**src/rtl/rpn_pkg.sv**
```systemverilog
// Shared opcode, FSM-state and error-bit definitions for the RPN sequencer.
// Build option: define RPN_MUL_EN to make opcode 111 a legal MUL.
package rpn_pkg;

  typedef enum logic [2:0] {
    OP_LIT  = 3'b000,
    OP_ADD  = 3'b001,
    OP_SUB  = 3'b010,
    OP_AND  = 3'b011,
    OP_OR   = 3'b100,
    OP_XOR  = 3'b101,
    OP_DROP = 3'b110,
    OP_MUL  = 3'b111
  } op_e;

  typedef enum logic [2:0] {
    ST_IDLE   = 3'd0,
    ST_PUSH_L = 3'd1,
    ST_POP_B  = 3'd2,
    ST_POP_A  = 3'd3,
    ST_EXEC   = 3'd4,
    ST_PUSH_R = 3'd5,
    ST_DROP   = 3'd6
  } state_e;

  localparam int ERR_OVF  = 0;
  localparam int ERR_UDF  = 1;
  localparam int ERR_ILL  = 2;
  localparam int ERR_BITS = 3;

  // True for opcodes that pop two operands and push one result.
  function automatic logic is_binary(input op_e op);
    logic bin;
    bin = (op == OP_ADD) || (op == OP_SUB) || (op == OP_AND) ||
          (op == OP_OR)  || (op == OP_XOR);
`ifdef RPN_MUL_EN
    bin = bin || (op == OP_MUL);
`endif
    return bin;
  endfunction

endpackage

```
**src/rtl/rpn_alu.sv**
```systemverilog
// Combinational two-operand ALU for the RPN sequencer (A op B, wrapping).
// Build option: RPN_MUL_EN adds the truncated multiplier for OP_MUL.
module rpn_alu
  import rpn_pkg::*;
#(
  parameter int DATA_WIDTH = 8
) (
  input  op_e                   op,
  input  logic [DATA_WIDTH-1:0] a,
  input  logic [DATA_WIDTH-1:0] b,
  output logic [DATA_WIDTH-1:0] result
);

  always_comb begin
    result = '0;
    case (op)
      OP_ADD: result = a + b;
      OP_SUB: result = a - b;
      OP_AND: result = a & b;
      OP_OR:  result = a | b;
      OP_XOR: result = a ^ b;
`ifdef RPN_MUL_EN
      OP_MUL: result = a * b;
`endif
      default: result = '0;
    endcase
  end

endmodule

```
**src/rtl/rpn_sequencer.sv**
```systemverilog
// Reverse-Polish token sequencer driving an external LIFO stack; tracks
// occupancy itself and raises sticky overflow/underflow/illegal flags.
module rpn_sequencer
  import rpn_pkg::*;
#(
  parameter int DATA_WIDTH = 8,
  parameter int DEPTH      = 4
) (
  input  logic                       CLK,
  input  logic                       RST,
  input  logic                       TOK_VALID,
  output logic                       TOK_READY,
  input  logic [2:0]                 TOK_OP,
  input  logic [DATA_WIDTH-1:0]      TOK_DATA,
  output logic                       STK_PUSH,
  output logic                       STK_POP,
  output logic [DATA_WIDTH-1:0]      STK_WDATA,
  input  logic [DATA_WIDTH-1:0]      STK_RDATA,
  output logic                       RES_VALID,
  output logic [DATA_WIDTH-1:0]      RES_DATA,
  output logic [$clog2(DEPTH):0]     DEPTH_O,
  output logic                       ERR_OVERFLOW,
  output logic                       ERR_UNDERFLOW,
  output logic                       ERR_ILLEGAL,
  input  logic                       ERR_CLR
);

  localparam int DW = $clog2(DEPTH) + 1;
  localparam logic [DW-1:0] DEPTH_MAX = DW'(DEPTH);
  localparam logic [DW-1:0] TWO       = DW'(2);

  state_e                state_reg, state_next;
  op_e                   op_reg;
  op_e                   tok_op;
  logic [DATA_WIDTH-1:0] lit_reg, b_reg, result_reg, alu_result;
  logic [DW-1:0]         depth_reg;
  logic [ERR_BITS-1:0]   err_reg, err_set;
  logic                  accept;

  assign tok_op = op_e'(TOK_OP);
  assign accept = TOK_VALID && (state_reg == ST_IDLE);

  rpn_alu #(.DATA_WIDTH(DATA_WIDTH)) u_alu (
    .op     (op_reg),
    .a      (STK_RDATA),
    .b      (b_reg),
    .result (alu_result)
  );

  always_ff @(posedge CLK) begin
    if (RST) state_reg <= ST_IDLE;
    else     state_reg <= state_next;
  end

  // Rejected tokens are consumed in IDLE and only raise a flag.
  always_comb begin
    state_next = state_reg;
    err_set    = '0;
    case (state_reg)
      ST_IDLE: begin
        if (TOK_VALID) begin
          if (tok_op == OP_LIT) begin
            if (depth_reg < DEPTH_MAX) state_next = ST_PUSH_L;
            else                       err_set[ERR_OVF] = 1'b1;
          end else if (tok_op == OP_DROP) begin
            if (depth_reg != '0) state_next = ST_DROP;
            else                 err_set[ERR_UDF] = 1'b1;
          end else if (is_binary(tok_op)) begin
            if (depth_reg >= TWO) state_next = ST_POP_B;
            else                  err_set[ERR_UDF] = 1'b1;
          end else begin
            err_set[ERR_ILL] = 1'b1;
          end
        end
      end
      ST_PUSH_L: state_next = ST_IDLE;
      ST_POP_B:  state_next = ST_POP_A;
      ST_POP_A:  state_next = ST_EXEC;
      ST_EXEC:   state_next = ST_PUSH_R;
      ST_PUSH_R: state_next = ST_IDLE;
      ST_DROP:   state_next = ST_IDLE;
      default:   state_next = ST_IDLE;
    endcase
  end

  // Stack read data lags a pop by one cycle: B is on STK_RDATA in POP_A, A in EXEC.
  always_ff @(posedge CLK) begin
    if (RST) begin
      op_reg     <= OP_LIT;
      lit_reg    <= '0;
      b_reg      <= '0;
      result_reg <= '0;
      depth_reg  <= '0;
      err_reg    <= '0;
    end else begin
      if (accept) begin
        op_reg  <= tok_op;
        lit_reg <= TOK_DATA;
      end
      if (state_reg == ST_POP_A) b_reg <= STK_RDATA;
      if (state_reg == ST_EXEC)  result_reg <= alu_result;
      case (state_reg)
        ST_PUSH_L, ST_PUSH_R:        depth_reg <= depth_reg + 1'b1;
        ST_POP_B, ST_POP_A, ST_DROP: depth_reg <= depth_reg - 1'b1;
        default:                     depth_reg <= depth_reg;
      endcase
      err_reg <= (ERR_CLR ? '0 : err_reg) | err_set;
    end
  end

  always_comb begin
    TOK_READY = (state_reg == ST_IDLE);
    STK_PUSH  = (state_reg == ST_PUSH_L) || (state_reg == ST_PUSH_R);
    STK_POP   = (state_reg == ST_POP_B) || (state_reg == ST_POP_A) ||
                (state_reg == ST_DROP);
    RES_VALID = (state_reg == ST_PUSH_R);
    STK_WDATA = '0;
    if (state_reg == ST_PUSH_L)      STK_WDATA = lit_reg;
    else if (state_reg == ST_PUSH_R) STK_WDATA = result_reg;
  end

  assign RES_DATA      = result_reg;
  assign DEPTH_O       = depth_reg;
  assign ERR_OVERFLOW  = err_reg[ERR_OVF];
  assign ERR_UNDERFLOW = err_reg[ERR_UDF];
  assign ERR_ILLEGAL   = err_reg[ERR_ILL];

endmodule

```
**config.mk**
```make
export PLATFORM = sky130hd
export DESIGN_NAME = rpn_sequencer
export DESIGN_NICKNAME = d
export VERILOG_FILES = /design/src/rtl/rpn_pkg.sv /design/src/rtl/rpn_alu.sv /design/src/rtl/rpn_sequencer.sv
export SDC_FILE = /design/constraint.sdc
export NUM_CORES = 1
export LEC_CHECK = 0
export ABC_AREA = 1
export CAP_MARGIN = 25
export CORE_UTILIZATION = 35
export DETAILED_ROUTE_END_ITERATION = 7
export MAX_ROUTING_LAYER = met4
export PLACE_DENSITY = 0.56
export SYNTH_ARGS = -nofsm -noshare
export SYNTH_HDL_FRONTEND = slang
export SYNTH_SLANG_ARGS = --single-unit
```
**constraint.sdc**
```tcl
create_clock -name CLK -period 3.3 [get_ports CLK]
set_clock_uncertainty 0.1 [all_clocks]
set_input_delay 0.495 -clock CLK [delete_from_list [all_inputs] [get_ports CLK]]
set_output_delay 0.495 -clock CLK [all_outputs]
set_load 0.01 [all_outputs]
```
### Word-level counts from Yosys, hierarchy flattened

Index checks and enable logic that the tools add are counted.

| storage, ports and cells | value |
|---|---|
| bits in registers | 36 |
| bits of input ports | 23 |
| output and inout port bits | 26 |
| logic and storage cells | 78 |

| cells by class | value |
|---|---|
| $add $sub $neg | 4 |
| $lt $le $gt $ge | 2 |
| equal/unequal tests | 22 |
| mux-type cells | 24 |
| bitwise logic cells | 4 |
| reduce and logical (&&, ||, !) cells | 15 |

Operators by type and width:

| kind | number |
|---|---|
| 8-bit one-hot mux with 5 select lines | 1 |
| 3-bit two-way mux | 10 |
| 3-bit == test (second input constant) | 8 |
| 3-bit by 2-bit == test with 1-bit output (second input constant) | 6 |
| 8-bit two-way mux | 2 |
| 3-bit one-hot mux with 4 select lines | 1 |
| 3-bit by 1-bit == test with 1-bit output (second input constant) | 3 |
| 8-bit adder | 1 |
| 8-bit bitwise AND | 1 |
| 1-bit two-way mux | 8 |
| 4-bit by 1-bit != test with 1-bit output (second input constant) | 2 |
| 8-bit bitwise OR | 1 |
| 8-bit subtractor | 1 |
| 8-bit XOR | 1 |
| 1-bit logical OR | 7 |
| 3-bit zero test | 2 |
| 3-bit one-hot mux with 2 select lines | 1 |
| 5-bit AND reduction | 1 |
| 4-bit by 3-bit != test with 1-bit output (second input constant) | 1 |
| 3-bit by 1-bit adder with 3-bit output (second input constant) | 1 |
| 3-bit by 2-bit greater-or-equal comparator with 1-bit output (second input constant) | 1 |
| 3-bit < comparator (second input constant) | 1 |
| 3-bit by 2-bit != test with 1-bit output (second input constant) | 1 |
| 3-bit bitwise OR | 1 |
| other kinds (8) | 8 |

### Logic depth before layout (Yosys ltp)

Gate-level depths: netlist of the first run.

| logic depth | value |
|---|---|
| word-level depth | 11 |
| mapped depth | 19 |

### By module

A second synthesis of the first run with hierarchy kept.

| second synthesis, totals | value |
|---|---|
| cells, all modules | 377 |
| area total of the unflattened synthesis | 2582.5 µm² |

Modules (own cells, without submodules):

| module | instances | cells an instance | area each (µm²) | sequential area each (µm²) |
|---|---|---|---|---|
| rpn_sequencer | 1 | 213 | 1601.5 | 720.7 |
| rpn_alu | 1 | 164 | 980.9 | 0.0 |

### Worst setup path after synthesis of the first run

Ideal clock, no wire load.

| timing path | value |
|---|---|
| path type | reg-to-reg |
| start | reg b_reg[0] |
| end | reg result_reg[7] (netlist: RES_DATA[7]) |
| data arrival time | 2.066 ns |
| required time | 3.069 ns |
| path slack | 1.004 ns |
| cell stages (with the launch flop) | 18 |
| path buffers | 0 |
| period minus slack after synthesis | 2.296 ns |
| cells stage by stage | dfxtp_1 inv_1 ha_1 inv_1 nor3_1 or2_2 xor2_1 ha_1 nand2_1 nand2_1 nand2_1 nand2_1 a21oi_1 nand3_1 nand3_1 nand2_1 nand2_1 a21oi_2 |

| between the ends | value |
|---|---|
| longest elaborated chain between the ends | 2 |

Ends and longest elaborated chain:

| element | RTL line | text |
|---|---|---|
| start, declared | rpn_sequencer.sv:35 | `logic [DATA_WIDTH-1:0] lit_reg, b_reg, result_reg, alu_result;` |
| start signal, assigned | rpn_sequencer.sv:91 | `b_reg <= '0;` |
| start signal, assigned | rpn_sequencer.sv:100 | `if (state_reg == ST_POP_A) b_reg <= STK_RDATA;` |
| 8-bit subtractor / 8-bit adder (equally long branches) | rpn_alu.sv:18, rpn_alu.sv:17 |  |
| 8-bit one-hot mux with 5 select lines * | rpn_alu.sv:16 | `case (op)` |
| end signal, assigned | rpn_sequencer.sv:101 | `if (state_reg == ST_EXEC) result_reg <= alu_result;` |
| end, declared | rpn_sequencer.sv:35 |  |

Mark *: on every way between the ends. The rest lies on a longest branch, timed or not.
A chain may end at the register's enable or synchronous reset.

### Final worst setup path of the first run

| timing path | value |
|---|---|
| start | reg state_reg[0] |
| end | out STK_WDATA[5] |

| between the ends | value |
|---|---|
| longest elaborated chain between the ends | 3 |

Ends and longest elaborated chain:

| element | RTL line | text |
|---|---|---|
| start, declared | rpn_sequencer.sv:32 | `state_e state_reg, state_next;` |
| start signal, assigned | rpn_sequencer.sv:52 | `else state_reg <= state_next;` |
| 3-bit == test | rpn_sequencer.sv:119 | `else if (state_reg == ST_PUSH_R) STK_WDATA = result_reg;` |
| 8-bit two-way mux | rpn_sequencer.sv:119 |  |
| 8-bit two-way mux * | rpn_sequencer.sv:118 | `if (state_reg == ST_PUSH_L) STK_WDATA = lit_reg;` |
| end, declared | rpn_sequencer.sv:17 | `output logic [DATA_WIDTH-1:0] STK_WDATA,` |

Marked as above.

==> out/metrics.yaml, run 1 <==
wl_um: 6119
multi_input_area_mm2: 0.001500
grt_usage: 0.1786
grtUsageMet3: 0.02857
grt_max_degree: 22
synth_area_per_cell_um2: 7.034
synth_fp_nets: 403
cts_sinks: 36
leakage_nw: 1.347
syn-cell-area_mm2: 0.002490
synth_cells: 354
status: "complete, no violations"
synth_edf_count: 0
path_clk_slew_ps: 70
nets: 453
gp_congestion: 0.8043
num_rows: 30
drcViolationCount: 0
cts_resized: 0
clock_insertion_delay_worst_skew_ps: 290
dp_hpwl_um: 4672
synth.distinct_cells: 37
cts_setup_buffers: 0
num_vias: 2380
yosysSeqAreaShare: 0.2894
finalHoldViolations: 0
start_util: 0.3645
cp-start-kind: "register"
finalSetupTns_ps: 0
grt_setup_unrepaired: "no"
timing.final.crit_share: 0.7933
grt_pass1_wl_um: 10010
clock-root-buffer: "clkbuf_8"
crit_arrival_ps: 2020
synth-async-reset-ratio: 0
crit_required_ps: 2700
chipHeight_um: 86.35
cts_buffers: 5
io_buffers: 48
cp-end-kind: "output pin"
overflow: 0
slew_violations: 0
clock_path_buffers: 2
firstDrtPassIters: 4
max_slew.worst_pin.slew_ps: 673.5
critPathMaxFanout: 9
setup_viol: 0
yosys_warnings: 0
htreeDepth: 2
die-area_mm2: 0.007455
max_slew_margin: 0.5505
cts_tree: "yes"
antenna_cells: 0
min_path_type: "register to register"
core_mm2: 0.006832
layoutNonFillerInstCount: 500
crit_type: "register to output pin"
pin_count: 49
final_antenna_net_count: 0
register_area_um2: 720.7
hold_buffers: 0
powerDensity_mw_per_mm2: 320.0
synth_ff_type: "dfxtp_1"
antenna_found_initial: 0
globalRoute.busiestLayer: "met2"
vias_per_cell: 4.760
met2_usage: 0.3016
fill_cells: 730
drtIter0Drc: 155
post_route_cells_drive_above_1_share: 0.07673
ir_drop_v: 0.0002005
cap_violations: 0
fmax_ghz: 0.3820
post-route-min-period_ps: 2618
die_w_um: 86.35
grt_pass1_vias: 2212
area_growth_pct: 27.04
ys_ff_latch: 36
dpl.cell_count: 493
wl_per_cell_um: 12.24
grtUsageMet1: 0.2203
[layout by cell type (no fill, tap or decap), drive strengths merged]
master / instances
a211oi: 2
a21oi: 43
a221oi: 1
a311oi: 1
buf: 1
clkbuf: 7
clkdlybuf4s50: 48
clkinv: 1
dfxtp: 36
fa: 2
ha: 24
inv: 62
nand2: 80
nand3: 18
nand4: 2
nor2: 15
nor3: 4
o2111ai: 3
o211ai: 2
o21ai: 40
o21bai: 1
o2bb2ai: 3
or2: 2
xnor2: 1
xor2: 5
[cell families (layout without fill, tap and decap cells)]
logic type / count (synthesis) / count (layout) / synth area share
AOI/OAI and AO/OA: 96 / 96 / 0.2206
xor gates and xnor gates: 6 / 6 / 0.02111
adders and majority gates: 26 / 26 / 0.1367
buffers and inverters: 69 / 119 / 0.1080
DFF: 36 / 36 / 0.2894
and+or+nand+nor: 121 / 121 / 0.2241
[synth_stat cells (4+ instances only)]
cell / count / area share
ha_1: 24 / 0.12
xor2_1: 5 / 0.018
a21oi_1: 41 / 0.082
o21ai_0: 37 / 0.074
dfxtp_1: 36 / 0.29
nand2_2: 5 / 0.013
nand3_1: 16 / 0.032
nor2_1: 12 / 0.018
inv_1: 58 / 0.087
inv_2: 4 / 0.0060
nand2_1: 74 / 0.11
clkbuf_1: 4 / 0.0060
[per-stage QoR]
stage | util | power [W] | setup WS (ps) | hold slack (ps) | instance area (um^2)
after floorplan | - | 0.0006044 | 1004 | 324.1 | 2490
after global placement | 0.4489 | 0.0006806 | 801.1 | 335.6 | 3067
after detailed placement | 0.4489 | 0.0006827 | 773.0 | 342.9 | 3067
after CTS | 0.4630 | 0.001027 | 638.3 | 353.3 | 3163
after global routing | 0.4630 | 0.001072 | 488.6 | 373.2 | 3163
final | 0.4630 | 0.001012 | 682.1 | 348.7 | 3163
[cell type report]
| type | instances | area share |
|---|---|---|
| Timing Repair Buffer | 49 | 0.1543 |
| Inverter | 63 | 0.07516 |
| Multi-Input combinational cell | 249 | 0.4743 |
| Tap cell | 96 | 0.03797 |
| Sequential cell | 36 | 0.2278 |
| Clock buffer | 7 | 0.03046 |
[power breakdown]
group | switching, W | internal [W]
clock network | 0.000155 | 0.000186
logic | 0.000119 | 0.0000867
registers | 0.0000126 | 0.000453
total | 0.000287 | 0.000726
[worst paths after layout]
check	start	endpoint	slack, ps	cells after the start
worst max register to register	b_reg[0]	RES_DATA[7]	770	16
worst max-delay path	state_reg[0]	STK_WDATA[5]	680	7
worst min-delay path	lit_reg[1]	lit_reg[1]	350	2
worst min register to register	lit_reg[1]	lit_reg[1]	350	2
[metal layers]
layer / up-vias / wire length [um]
met4: 0 / 61
met1: 1078 / 2917
met2: 38 / 2949
met3: 10 / 190
met5: - / 0
li1: 1254 / -
[critical path: stages, from the launching register on]
cell	delay, ps
dfxtp_1	360
inv_2	70
nor2_1	220
inv_1	140
nor2_4	220
nand2_1	80
o21ai_0	80
clkdlybuf4s50_1	560
No activity file was read; power rests on OpenSTA's default activity.
==> run 2, diff against run 1 <==
==> constraint.sdc (replaced) <==
create_clock -name CLK -period 2.6 [get_ports CLK]
set_clock_uncertainty 0.1 [all_clocks]
set_input_delay 0.39 -clock CLK [delete_from_list [all_inputs] [get_ports CLK]]
set_output_delay 0.39 -clock CLK [all_outputs]
set_load 0.01 [all_outputs]
==> out/metrics.yaml, run 2 (synthesized netlist as in run 1, its figures left out) <==
max_slew_margin: 0.5281  # -0.02241
slew_violations: 0  # unchanged
internal_power_w: 0.0009722  # +34%
grt_usage: 0.1790  # +0.0003576
leakage_nw: 1.361  # +1.0%
layout_commonest_cell: "nand2_1"
drtIter0Drc: 79  # -49%
finalSetupTns_ps: 0  # unchanged
hold_buffers: 0  # unchanged
grt_setup_unrepaired: "no"
firstDrtPassIters: 4  # unchanged
hold_end: "lit_reg[6]"
reg2reg_slack_ps: 190  # -580 ps
final_antenna_net_count: 0  # unchanged
post-route-min-period_ps: 2463
multi_input_area_mm2: 0.001534  # +2.3%
clock_insertion_delay_worst_skew_ps: 290  # about the same
cts_buffers: 5  # unchanged
r2r-end: "RES_DATA[7]"
clock-root-buffer: "clkbuf_8"
post_route_cells_drive_above_1_share: 0.1007  # +0.02400
grt_pass1_vias: 2186  # -1.2%
status: "complete, no violations"
setup_ws_ps: 137.0  # -545.1 ps
crit_type: "register to output pin"
min_path_cells: 2  # unchanged
reg2reg_depth: 17  # +1
overflow: 0  # unchanged
antenna_cells: 0  # unchanged
max_slew.worst_pin.slew_ps: 707.1  # +33.57 ps
num_rows: 30  # unchanged
timing.final.crit_share: 0.9473
pin_count: 49  # unchanged
finalHoldViolations: 0  # unchanged
wl_per_cell_um: 12.39  # +1.2%
gp_congestion: 0.9083  # +13%
core_mm2: 0.006832  # unchanged
io_buffers: 48  # unchanged
die_w_um: 86.35  # unchanged
vias_per_cell: 4.753  # -0.14%
antenna_found_initial: 0  # unchanged
fill_cells: 740  # +1.4%
p_sw_w: 0.0003842  # +34%
drcViolationCount: 0  # unchanged
num_vias: 2391  # +0.46%
start_util: 0.3645  # unchanged
p_sw_frac: 0.2833  # about the same
clock_path_buffers: 2  # unchanged
min_path_type: "register to register"
nets: 455  # +0.44%
die-area_mm2: 0.007455  # unchanged
combPwrFrac: 0.195  # -0.009
p_clk_frac: 0.370  # +0.033
register_area_um2: 724.4  # +0.52%
cp-end-kind: "output pin"
area_growth_pct: 29.30
ir_drop_v: 0.0002746  # +37%
critPathMaxFanout: 4  # -5
grt_pass1_wl_um: 10070  # +0.63%
dp_hpwl_um: 4648  # -0.53%
cap_violations: 0  # unchanged
setup_viol: 0  # unchanged
layout_common_cells: "nand2_1, inv_1, clkdlybuf4s50_1"
chipHeight_um: 86.35  # unchanged
htreeDepth: 2  # unchanged
crit_arrival_ps: 1970  # -50 ps
p_seq_frac: 0.436  # -0.024
place_ws_ps: 114.0  # -659.0 ps
grt_max_degree: 22  # unchanged
cts_tree: "yes"
fmax_ghz: 0.4060
cp-start-kind: "register"
crit_required_ps: 2110  # -590 ps
wl_um: 6232  # +1.8%
cts_sinks: 36  # unchanged
min_from: "lit_reg[6]"
powerDensity_mw_per_mm2: 421.3  # +32%
path_clk_slew_ps: 80  # about the same
reg2reg_from: "b_reg[0]"
run 2: cell count changes in the layout (fill, tap and decap cells not counted), moves of 2 or more:
| cell | change |
|---|---|
| nor2_2 | +2 |
| dfxtp_1 | -3 |
| clkbuf_8 | -2 |
| dfxtp_2 | +3 |
| a21oi_1 | -2 |
| a21oi_2 | +2 |
run 2: layout make-up:
| class | count | share of cell area |
|---|---|---|
| clock buffer | 6 | 0.02254 |
| clock inverter | 2 | 0.01088 |
| inverter | 63 | 0.07384 |
| multi-input combinational | 250 | 0.4765 |
| sequential | 36 | 0.2250 |
| tap | 96 | 0.03731 |
| timing repair buffer | 50 | 0.1539 |
run 2: power by group through the flow:
stage | combinational, W | sequential (W) | clock (W)
floorplan | 0.000164 | 0.000603 | 0
global placement | 0.000259 | 0.000603 | 0
detailed placement | 0.000260 | 0.000604 | 0
CTS | 0.000261 | 0.000591 | 0.000523
global route | 0.000298 | 0.000594 | 0.000539
finish | 0.000264 | 0.000591 | 0.000502
run 2: worst max-delay path, cell delays in order, from the launching register on:
cell	delay (ps)
dfxtp_1	360
inv_2	80
nor2_2	170
inv_1	160
nor2_2	200
nand2_1	60
o21ai_0	90
clkdlybuf4s50_1	570
run 2: worst max path at each step:
stage,end,cells past startpoint,slack [ps],start
floorplan,RES_DATA[7],17,300,b_reg[0]
global placement,RES_DATA[4],12,130,STK_RDATA[0]
detailed placement,RES_DATA[4],12,110,STK_RDATA[0]
CTS,STK_WDATA[5],7,8,state_reg[0]
global route,RES_DATA[5],16,0.5,b_reg[0]
finish,STK_WDATA[4],7,140,state_reg[0]
run 2: what timing repair did:
action | CTS | global route
resized for setup | 0 | 8
buffers inserted | 0 | 1
setup endpoints to repair | 0 | 10
run 2: per-stage QoR:
stage | power, W | hold slack (ps) | cells | util | area, um^2
2_1_floorplan | 0.0007671 | 324.1 | 354 | - | 2490
3_3_place_gp | 0.0008620 | 336.4 | 493 | 0.4489 | 3067
3_5_place_dp | 0.0008632 | 343.9 | 493 | 0.4489 | 3067
4_1_cts | 0.001374 | 356.1 | 501 | 0.4647 | 3174
5_1_grt | 0.001431 | 372.5 | 503 | 0.4712 | 3219
6_report | 0.001356 | 349.4 | 503 | 0.4712 | 3219
run 2: metal layers:
layer | global-route usage | wire length (um) | vias to the layer above
met4 | 0.06212 | 72 | 0
met5 | - | 0 | -
met1 | 0.2250 | 3010 | 1080
met2 | 0.2922 | 2942 | 38
li1 | - | - | 1266
met3 | 0.02857 | 206 | 7
==> run 3, diff against run 2 <==
--- a/config.mk
+++ b/config.mk
@@ -9,6 +9,7 @@
 export CAP_MARGIN = 25
 export CORE_UTILIZATION = 35
 export DETAILED_ROUTE_END_ITERATION = 7
+export GPL_ROUTABILITY_DRIVEN = 0
 export MAX_ROUTING_LAYER = met4
 export PLACE_DENSITY = 0.56
 export SYNTH_ARGS = -nofsm -noshare
==> results of run 3 <==
The final DEF is identical to that of run 2; final timing and power are the same.
